## src/rtl/wb_mailbox.sv

```systemverilog
// Wishbone classic slave mailbox: host-to-local TX FIFO, local-to-host RX FIFO,
// status/control registers and a registered level interrupt.
module wb_mailbox #(
    parameter int unsigned DATA_WIDTH = 16,
    parameter int unsigned DEPTH_LOG2 = 3
) (
    input  logic                  clk,
    input  logic                  rst,
    input  logic                  strobe,
    input  logic                  write,
    input  logic                  cycle,
    output logic                  ack,
    input  logic [3:0]            addr,
    input  logic [DATA_WIDTH-1:0] wrData,
    output logic [DATA_WIDTH-1:0] rdData,
    output logic [DATA_WIDTH-1:0] tx_data,
    output logic                  tx_valid,
    input  logic                  tx_ready,
    input  logic [DATA_WIDTH-1:0] rx_data,
    input  logic                  rx_valid,
    output logic                  rx_ready,
    output logic                  irq
);
    localparam int unsigned DEPTH = 1 << DEPTH_LOG2;
    localparam int unsigned CW    = DEPTH_LOG2 + 1;

    localparam logic [3:0] ADDR_TXDATA  = 4'h0;
    localparam logic [3:0] ADDR_RXDATA  = 4'h1;
    localparam logic [3:0] ADDR_STATUS  = 4'h2;
    localparam logic [3:0] ADDR_CONTROL = 4'h3;

    logic [DATA_WIDTH-1:0] tx_mem [DEPTH];
    logic [DATA_WIDTH-1:0] rx_mem [DEPTH];

    logic [DEPTH_LOG2-1:0] tx_wp_q, tx_wp_d, tx_rp_q, tx_rp_d;
    logic [DEPTH_LOG2-1:0] rx_wp_q, rx_wp_d, rx_rp_q, rx_rp_d;
    logic [CW-1:0]         tx_cnt_q, tx_cnt_d, rx_cnt_q, rx_cnt_d;
    logic                  ack_q, ack_d;
    logic [DATA_WIDTH-1:0] rd_q, rd_d;
    logic                  ovf_q, ovf_d, unf_q, unf_d;
    logic                  irq_en_q, irq_en_d, irq_q, irq_d;

    logic req, bus_wr, bus_rd, ctrl_wr;
    logic tx_full, tx_empty, rx_full, rx_empty;
    logic tx_flush, rx_flush, tx_pop, tx_push_req, tx_push, ovf_set;
    logic rx_push, rx_rd, rx_pop, unf_set;
    logic [DATA_WIDTH-1:0] rx_head, status;

    always_comb begin
        req      = cycle & strobe & ~ack_q;
        bus_wr   = req & write;
        bus_rd   = req & ~write;
        ctrl_wr  = bus_wr & (addr == ADDR_CONTROL);

        tx_full  = (tx_cnt_q == CW'(DEPTH));
        tx_empty = (tx_cnt_q == '0);
        rx_full  = (rx_cnt_q == CW'(DEPTH));
        rx_empty = (rx_cnt_q == '0);

        tx_flush = ctrl_wr & wrData[0];
        rx_flush = ctrl_wr & wrData[1];

        // A local pop in the same cycle frees the slot a full-FIFO bus push needs.
        tx_pop      = ~tx_empty & tx_ready;
        tx_push_req = bus_wr & (addr == ADDR_TXDATA);
        tx_push     = tx_push_req & (~tx_full | tx_pop);
        ovf_set     = tx_push_req & tx_full & ~tx_pop;

        rx_push = rx_valid & ~rx_full;
        rx_rd   = bus_rd & (addr == ADDR_RXDATA);
        rx_pop  = rx_rd & ~rx_empty;
        unf_set = rx_rd & rx_empty;

        rx_head = rx_empty ? '0 : rx_mem[rx_rp_q];

        status        = '0;
        status[0]     = tx_full;
        status[1]     = tx_empty;
        status[2]     = rx_full;
        status[3]     = rx_empty;
        status[4]     = ovf_q;
        status[5]     = unf_q;
        status[11:8]  = 4'(rx_cnt_q);
        status[15:12] = 4'(tx_cnt_q);
    end

    always_comb begin
        tx_wp_d  = tx_wp_q;
        tx_rp_d  = tx_rp_q;
        tx_cnt_d = tx_cnt_q;
        if (tx_flush) begin
            tx_wp_d  = '0;
            tx_rp_d  = '0;
            tx_cnt_d = '0;
        end else begin
            if (tx_push) tx_wp_d = tx_wp_q + DEPTH_LOG2'(1);
            if (tx_pop)  tx_rp_d = tx_rp_q + DEPTH_LOG2'(1);
            tx_cnt_d = tx_cnt_q + CW'(tx_push) - CW'(tx_pop);
        end

        rx_wp_d  = rx_wp_q;
        rx_rp_d  = rx_rp_q;
        rx_cnt_d = rx_cnt_q;
        if (rx_flush) begin
            rx_wp_d  = '0;
            rx_rp_d  = '0;
            rx_cnt_d = '0;
        end else begin
            if (rx_push) rx_wp_d = rx_wp_q + DEPTH_LOG2'(1);
            if (rx_pop)  rx_rp_d = rx_rp_q + DEPTH_LOG2'(1);
            rx_cnt_d = rx_cnt_q + CW'(rx_push) - CW'(rx_pop);
        end

        ovf_d    = ovf_set | (ovf_q & ~(ctrl_wr & wrData[4]));
        unf_d    = unf_set | (unf_q & ~(ctrl_wr & wrData[5]));
        irq_en_d = ctrl_wr ? wrData[8] : irq_en_q;
        irq_d    = irq_en_d & ((rx_cnt_d != '0) | ovf_d | unf_d);

        ack_d = req;
        rd_d  = '0;
        if (bus_rd) begin
            case (addr)
                ADDR_RXDATA:  rd_d    = rx_head;
                ADDR_STATUS:  rd_d    = status;
                ADDR_CONTROL: rd_d[8] = irq_en_q;
                default:      rd_d    = '0;
            endcase
        end
    end

    always_ff @(posedge clk) begin
        if (tx_push && !tx_flush) tx_mem[tx_wp_q] <= wrData;
        if (rx_push && !rx_flush) rx_mem[rx_wp_q] <= rx_data;
    end

    always_ff @(posedge clk or negedge rst) begin
        if (!rst) begin
            tx_wp_q  <= '0;
            tx_rp_q  <= '0;
            tx_cnt_q <= '0;
            rx_wp_q  <= '0;
            rx_rp_q  <= '0;
            rx_cnt_q <= '0;
            ack_q    <= 1'b0;
            rd_q     <= '0;
            ovf_q    <= 1'b0;
            unf_q    <= 1'b0;
            irq_en_q <= 1'b0;
            irq_q    <= 1'b0;
        end else begin
            tx_wp_q  <= tx_wp_d;
            tx_rp_q  <= tx_rp_d;
            tx_cnt_q <= tx_cnt_d;
            rx_wp_q  <= rx_wp_d;
            rx_rp_q  <= rx_rp_d;
            rx_cnt_q <= rx_cnt_d;
            ack_q    <= ack_d;
            rd_q     <= rd_d;
            ovf_q    <= ovf_d;
            unf_q    <= unf_d;
            irq_en_q <= irq_en_d;
            irq_q    <= irq_d;
        end
    end

    assign ack      = ack_q;
    assign rdData   = rd_q;
    assign irq      = irq_q;
    assign tx_valid = ~tx_empty;
    assign tx_data  = tx_empty ? '0 : tx_mem[tx_rp_q];
    assign rx_ready = ~rx_full;

endmodule

```

## config.mk

```make
export PLATFORM = sky130hd
export DESIGN_NAME = wb_mailbox
export DESIGN_NICKNAME = d
export VERILOG_FILES = /design/src/rtl/wb_mailbox.sv
export SDC_FILE = /design/constraint.sdc
export NUM_CORES = 1
export LEC_CHECK = 0
export CORE_MARGIN = 2
export CORE_UTILIZATION = 30
export CTS_CLUSTER_DIAMETER = 80
export DETAILED_ROUTE_END_ITERATION = 6
export DONT_BUFFER_PORTS = 1
export SETUP_SLACK_MARGIN = 0.4
export SLEW_MARGIN = 20
export SYNTH_ARGS = -nofsm -noshare
export SYNTH_HDL_FRONTEND = slang
export SYNTH_SLANG_ARGS = --single-unit
```

## constraint.sdc

```tcl
create_clock -name clk -period 3.4 [get_ports clk]
set_clock_uncertainty 0.2 [all_clocks]
set_input_delay 0.51 -clock clk [delete_from_list [all_inputs] [get_ports clk]]
set_output_delay 0.51 -clock clk [all_outputs]
set_load 0.02 [all_outputs]
```

After elaboration in Yosys (flattened, before gate mapping)
Memories as Yosys holds them, arrays and structs flattened.
Cells that the tools add are included.
{ "totals": {"regBits": 41, "ram_bits": 256, "in_bits": 43, "out_inout_bits": 36, "word_cells": 95, "mem_count": 2} }
{ "op_classes": {"n_addsub": 8, "eq_ne": 5, "muxes": 21, "bitwise_logic": 35, "n_reduce_logical": 12} }
{ "mem_list": {"columns": ["memory", "words", "word_bits", "read_ports", "rd_clocked_by_memory_dff", "write_ports", "line", "text"], "rows": [
  ["rx_mem", 8, 16, 1, 0, 1, "33", "logic [DATA_WIDTH-1:0] rx_mem [DEPTH];"],
  ["tx_mem", 8, 16, 1, 0, 1, "32", "logic [DATA_WIDTH-1:0] tx_mem [DEPTH];"]
]} }
{ "ops": {"columns": ["operator", "count"], "rows": [
  ["16-bit two-way mux", 3],
  ["3-bit two-way mux", 8],
  ["1-bit AND", 21],
  ["8-bit case mux with 2 select lines", 1],
  ["7-bit case mux with 2 select lines", 1],
  ["3-bit by 1-bit adder with 3-bit output (second input constant)", 4],
  ["4-bit zero test", 3],
  ["1-bit NOT", 9],
  ["4-bit by 1-bit adder with 4-bit output", 2],
  ["4-bit by 2-bit equality test with 1-bit output (second input constant)", 2],
  ["4-bit equality test (second input constant)", 2],
  ["4-bit two-way mux", 2],
  ["2-bit nonzero test", 4],
  ["4-bit by 1-bit subtractor with 4-bit output", 2],
  ["1-bit two-way mux", 5],
  ["1-bit OR", 5],
  ["4-bit by 1-bit equality test with 1-bit output (second input constant)", 1],
  ["4-bit nonzero test", 1],
  ["1-bit case mux with 3 select lines", 1],
  ["1-bit logical AND", 2],
  ["1-bit zero test", 2]
]} }

Longest topological paths before layout
Gate-level depths: netlist of run 1.
{ "depth": {"depth_word": 11, "mapped_depth": 14, "mapped_depth_nobuf": 13} }

Worst setup path after synthesis of run 1
OpenSTA, ideal clock, no wires.
{ "synth_timing": {"path_kind": "input to register", "from": "in addr[3]", "to": "mem tx_mem[0][0], enable pin", "setup_time_ps": 409, "arrival_ps": 2693, "path_slack_ps": 98, "stages": 4, "n_path_buf": 0, "cell_sequence": "or3_4 a2111oi_4 nand2b_2 nor3_1"} }
{ "synth_via": {"elab_chain_len": 7, "elab_cells_between_ends": 10, "cone_classes": "eq/ne (1); mux (2); bitwise (4); reduce/logical (3)"} }
{ "synth_rtl": {"columns": ["element", "line", "text"], "rows": [
  ["from (decl)", "13", "input logic [3:0] addr,"],
  ["4-bit by 2-bit equality test with 1-bit output", "53", "ctrl_wr = bus_wr & (addr == ADDR_CONTROL);"],
  ["1-bit AND", "53", null],
  ["1-bit AND", "60", "tx_flush = ctrl_wr & wrData[0];"],
  ["1-bit zero test", "132", "if (tx_push && !tx_flush) tx_mem[tx_wp_q] <= wrData;"],
  ["1-bit logical AND (*)", "132", null],
  ["1-bit two-way mux (*)", "132", null],
  ["1-bit two-way mux (implied by the code) (*)", "132", null],
  ["to (decl)", "32", null]
]} }
Mark *: on every way between the ends. The rest lies on a longest branch, timed or not.

Worst setup path after layout of run 1
{ "layout_timing": {"from": "reg tx_rp_q[0]", "to": "out tx_data[1]"} }
{ "layout_via": {"elab_chain_len": 2} }
{ "layout_rtl": {"columns": ["element", "line", "text"], "rows": [
  ["from (decl)", "35", "logic [DEPTH_LOG2-1:0] tx_wp_q, tx_wp_d, tx_rp_q, tx_rp_d;"],
  ["from (signal assigned)", "152", "tx_rp_q <= tx_rp_d;"],
  ["memory read 8 x 16 bit", null, null],
  ["16-bit two-way mux", "170", "assign tx_data = tx_empty ? '0 : tx_mem[tx_rp_q];"],
  ["to (decl)", "16", "output logic [DATA_WIDTH-1:0] tx_data,"]
]} }
No other way between the ends.

==> results_dict.tcl, run 1 <==
set metrics [dict create \
    synth_seq_cells 297 \
    clkLatencyLatePin_ps 550 \
    synth-seq-area-share_pct 73.9 \
    ir_worst_vdd_mv 0.361 \
    hold_violations 0 \
    overflow 0 \
    fin_crit_sh_pct 84.2 \
    slew_headroom_pct 51.1 \
    worst_slew_pin_slew_ps 734 \
    dr.pass1.iters 4 \
    cp.buffers_inverters 1 \
    register_area_um2 8720 \
    multi_input_area_um2 2930 \
    critical-path-max-stage-delay_ps 540 \
    cts_tree "yes" \
    row_count 72 \
    num_vias 5647 \
    yosysMostFrequentCell "edfxtp_1" \
    start_kind "flip-flop" \
    hold_class "in2reg" \
    ant_nets 0 \
    die_h_um 202 \
    dp_hpwl_um 15500 \
    grt_pass1_wl_um 37200 \
    power.density_nw_per_um2 716 \
    worst-setup-path-type "reg2out" \
    finalSetupViolations 0 \
    crit_path_top_delay_cell "mux4_2" \
    synthCells 609 \
    grt_max_degree 42 \
    routed_wl_um 24700 \
    synth_fp_nets 670 \
    path_max_fanout 12 \
    status "complete, no violations" \
    clk_pin_slew_worst_paths_ps 60 \
    maxCapViolCount 0 \
    synth.avg_cell_area_um2 19.4 \
    numCtsBuffers 28 \
    crit_required_ps 2690 \
    path_delay_family "multiplexers" \
    final_layout_size_suffix_gt1_share_pct 25.2 \
    die_x_um 202 \
    area_delta_synth_final_pct 18.9 \
    drc 0 \
    fmax_mhz 349 \
    placed_area_um2 12600 \
    rsz0062_at_grt "no" \
    nets 752 \
    viasPerCell 4.58 \
    gp_congestion 0.717 \
    path_cells "buf_12 > mux4_2 > mux2i_2 > nor2_1" \
    track_usage_pct 12.1 \
    synth.distinct_cells 46 \
    period_minus_slack_ps 2860 \
    die_area_um2 40900 \
    grt_pass1_vias 5837 \
    arrival_ps 2150 \
    slew_viol_final 0 \
    wire_per_inst_um 20.0 \
    clock_sinks 297 \
    cts-root-buf "clkbuf_16" \
    synth_warnings 0 \
    tns_ps 0 \
    ys_top_cells_by_count "256 x edfxtp_1, 64 x mux4_2, 58 x nor2_1" \
    finish.instance_area_um2 14000 \
    critPathCaptureType "output port" \
    synth_edf_count 256 \
    fill_cells 3645 \
    antenna_found_initial 1 \
    cts_buffer_depth 3 \
    async_reset_ff_share_pct 13.8 \
    synth_top_area_cell "edfxtp_1" \
    port_buffers 0 \
    synthTopCellsByArea "edfxtp_1 65%, mux4_2 12%, dfrtp_1 8.7%" \
    synth_top_area_share_pct 65.2 \
    synthFlopType "edfxtp_1" \
    fp.coreArea_um2 38700 \
    initial_core_util_pct 30.4 \
    drt_iter0_drc 252 \
    ios 79 \
    p_leak_nw 4.72 \
    synth_area_um2 11800 \
    htree_levels 1 \
]
registers in the layout, summed over array words and instances, names as in the netlist:
signal    count
irq_en_q      1
unf_q         1
tx_rp_q       3
ack           1
rx_wp_q       3
rdData       16
rx_rp_q       3
tx_cnt_q      4
rx_cnt_q      4
tx_wp_q       3
rx_mem      128
tx_mem      128
irq           1
ovf_q         1
report_power, final:
part           internal, mW  total [mW]  switching [mW]  leakage [nW]
logic                  1.09        2.41            1.32          1.41
clock network          1.81        3.09            1.28         0.462
registers              4.31        4.54           0.224          2.85
worst min-delay path, cell delays in order:
cell	delay (ps)
nor2_1	20
o21ai_0	120
nor3_1	60
area by class of cell:
class	count	share of cell area, %
Clock buffer	38	5.78
Tap cell	518	4.62
Inverter	15	0.402
Sequential cell	297	62.2
Antenna cell	2	0.0357
Timing Repair Buffer	79	5.27
Clock inverter	14	0.812
Multi-Input combinational cell	270	20.9
path summary, 6_finish.rpt:
check	from	endpoint	slack, ps	depth (start not counted)
worst max-delay path	tx_rp_q[0]	tx_data[1]	540	4
worst min-delay path	addr[2]	rdData[8]	7	3
worst max register to register	tx_cnt_q[2]	tx_cnt_q[2]	610	11
worst min register to register	irq_en_q	irq_en_q	350	1
max in group asynchronous	rst	rx_rp_q[0]	2450	2
min in group asynchronous	rst	rdData[9]	320	2
placed cells by master (no fill, tap or decap), types with 10 or more instances in the layout:
master	Yosys	routed
inv_1	15	15
ha_1	16	16
dfrtp_1	41	39
buf_4	3	37
mux4_2	64	64
a22oi_1	10	10
edfxtp_1	256	256
clkbuf_16	0	29
nor2_1	58	58
mux2_2	14	14
dlygate4sd3_1	0	37
nand2_1	18	18
mux2i_1	19	18
metal layers:
| layer | wire (um) | GRT usage (%) |
|---|---|---|
| met1 | 10600 | 15.9 |
| met2 | 12400 | 20.8 |
| met3 | 1420 | 2.50 |
| met4 | 337 | 2.11 |
| met5 | 0 | 0 |
metrics by stage:
step           power (mW)  hold WS (ps)  utilization (%)  setup slack, ps  instances
6_report             10.0          7.20             36.2              538       1233
5_1_grt              10.5          22.8             36.2              432       1231
4_1_cts              10.2          11.6             36.1              434       1230
3_5_place_dp         6.93          19.2             32.6              381       1137
3_3_place_gp         6.90          19.2             32.6              418       1137
2_1_floorplan        6.34          14.4                -              419        609
cell families after synthesis:
group | share of synthesized area (%)
adders and majority gates | 2.04
muxes | 15.2
DFF | 73.9
xor gates and xnor gates | 0.817
and+or+nand+nor | 4.54
buffers and inverters | 1.50
AOI/OAI and AO/OA | 2.00
repair_timing:
item | in CTS | in global routing
pin swaps | 0 | 0
hold buffers | 38 | 0
hold endpoints to repair | 305 | 0
gates resized for setup | 1 | 4
setup buffers | 3 | 1
setup endpoints to repair | 13 | 5
Note: power is estimated with default switching activity, not from simulation.
==> run 2, diff against run 1 <==
Clock period 3.4 ns to 2.6 ns, I/O delays scaled along.
==> results_dict.tcl, run 2 (synthesized netlist as in run 1, its figures left out) <==
set metrics [dict create \
    slew_viol_final 0 \
    ir_worst_vdd_mv 0.581 \
    dp_hpwl_um 16300 \
    cts_tree "yes" \
    final_common_cell "edfxtp_1" \
    fmax_mhz 365 \
    setup_slack_ps -137 \
    antenna_found_initial 1 \
    crit_required_ps 2010 \
    status "finished, violations left" \
    rsz0062_at_grt "yes" \
    worst_slew_pin_slew_ps 670 \
    area_delta_synth_final_pct 32.8 \
    worst-setup-path-type "reg2out" \
    fin_crit_sh_pct 105 \
    viasPerCell 4.67 \
    wire_per_inst_um 20.5 \
    overflow 0 \
    num_vias 6174 \
    clkLatencyLatePin_ps 540 \
    rr_worst_depth 11 \
    routed_wl_um 27200 \
    start_kind "flip-flop" \
    multi_input_area_um2 3290 \
    fp.coreArea_um2 38700 \
    pre_cts_ws_ps -132 \
    fill_cells 3442 \
    htree_levels 1 \
    port_buffers 0 \
    ant_nets 0 \
    numCtsBuffers 28 \
    whs_ps -4.64 \
    crit_path_top_delay_cell "mux4_2" \
    nets 843 \
    grt_max_degree 42 \
    grt_pass1_vias 6501 \
    hold_class "in2reg" \
    arrival_ps 2150 \
    grt_pass1_wl_um 41100 \
    drt_iter0_drc 454 \
    utilization_pct 40.4 \
    finalPower_mw 14.5 \
    die_x_um 202 \
    row_count 72 \
    period_minus_slack_ps 2740 \
    power.density_nw_per_um2 926 \
    die_h_um 202 \
    cts_buffer_depth 3 \
    final_layout_size_suffix_gt1_share_pct 40.2 \
    clock_sinks 297 \
    drc 0 \
    violations "negative hold slack, negative setup slack" \
    critical-path-max-stage-delay_ps 540 \
    path_max_fanout 12 \
    register_area_um2 8720 \
    critPathCaptureType "output port" \
    p_leak_nw 5.35 \
    initial_core_util_pct 30.4 \
    gp_congestion 0.711 \
    maxCapViolCount 0 \
    track_usage_pct 13.3 \
    dr.pass1.iters 5 \
    die_area_um2 40900 \
    path_cells "buf_12 > mux4_2 > mux2i_2 > nor2_1 > buf_4" \
    hold_violations 1 \
    finalSetupViolations 23 \
    clk_pin_slew_worst_paths_ps 60 \
    cts-root-buf "clkbuf_16" \
    ios 79 \
    slew_headroom_pct 55.3 \
    layout_common_cells "256 x edfxtp_1, 68 x buf_4, 64 x mux4_2" \
    min_path_cells 2 \
]
-- run 2: cell types whose count changed in the layout (fill, tap and decap cells not counted), sizes merged --
cell and delta:
clkbuf +12, dlygate4sd3 +2, clkinv -9, buf +84
diode -1, clkinvlp +2
-- run 2: path summary, 6_finish.rpt --
path | from | to | slack [ps]
hold / removal | addr[1] | rdData[8] | -5
min in group asynchronous | rst | rdData[6] | 170
hold reg to reg | irq_en_q | irq_en_q | 340
max in group asynchronous | rst | tx_rp_q[0] | 1790
setup / recovery | tx_rp_q[0] | tx_data[8] | -140
setup reg to reg | tx_cnt_q[2] | tx_cnt_q[1] | -50
-- run 2: critical path, delay by kind of cell, from the launching register on --
| family | cells | cell delay, ps |
|---|---|---|
| buffers and inverters | 2 | 360 |
| DFF | 1 | 450 |
| muxes | 2 | 730 |
| and+or+nand+nor | 1 | 70 |
-- run 2: final cells by class --
class                      instances  share of cell area, %
sequential                       297                   55.7
timing repair buffer             170                   12.9
tap                              518                   4.14
inverter                          15                  0.408
multi-input combinational        270                   21.0
antenna                            1                 0.0160
clock inverter                     7                  0.568
clock buffer                      45                   5.28
-- run 2: per-stage QoR --
| step | TNS [ps] | area [um^2] | instances |
|---|---|---|---|
| 2_1_floorplan | -832 | 12000 | 609 |
| 3_3_place_gp | -106 | 13500 | 1178 |
| 3_5_place_dp | -179 | 13500 | 1178 |
| 4_1_cts | -1910 | 15400 | 1304 |
| 5_1_grt | -4720 | 15600 | 1322 |
| 6_report | -1350 | 15700 | 1323 |
-- run 2: repair_timing --
action / in CTS / in global routing
setup buffers: 24 / 18
gates resized for setup: 58 / 25
cloned: 10 / 0
endpoints found under the setup margin: 287 / 286
hold buffers: 40 / 0
hold endpoints to repair: 315 / 0
pin swaps: 23 / 20
-- run 2: routing by layer --
metal	vias to the layer above	global-route usage (%)	wire length, um
met5	-	0	13
met4	2	2.22	417
met3	35	2.48	1390
met2	154	23.0	13700
met1	3229	17.8	11600
li1	2754	-	-
-- run 2: power by group --
group	total [mW]	internal, mW	switching, mW
logic	4.53	2.41	2.12
clock network	4.07	2.37	1.71
registers	5.90	5.64	0.261
==> run 3, diff against run 2 <==
Settings changed: SLEW_MARGIN 20 to 10.
==> results of run 3 <==
Final layout, timing and power as in run 2 (identical DEF).
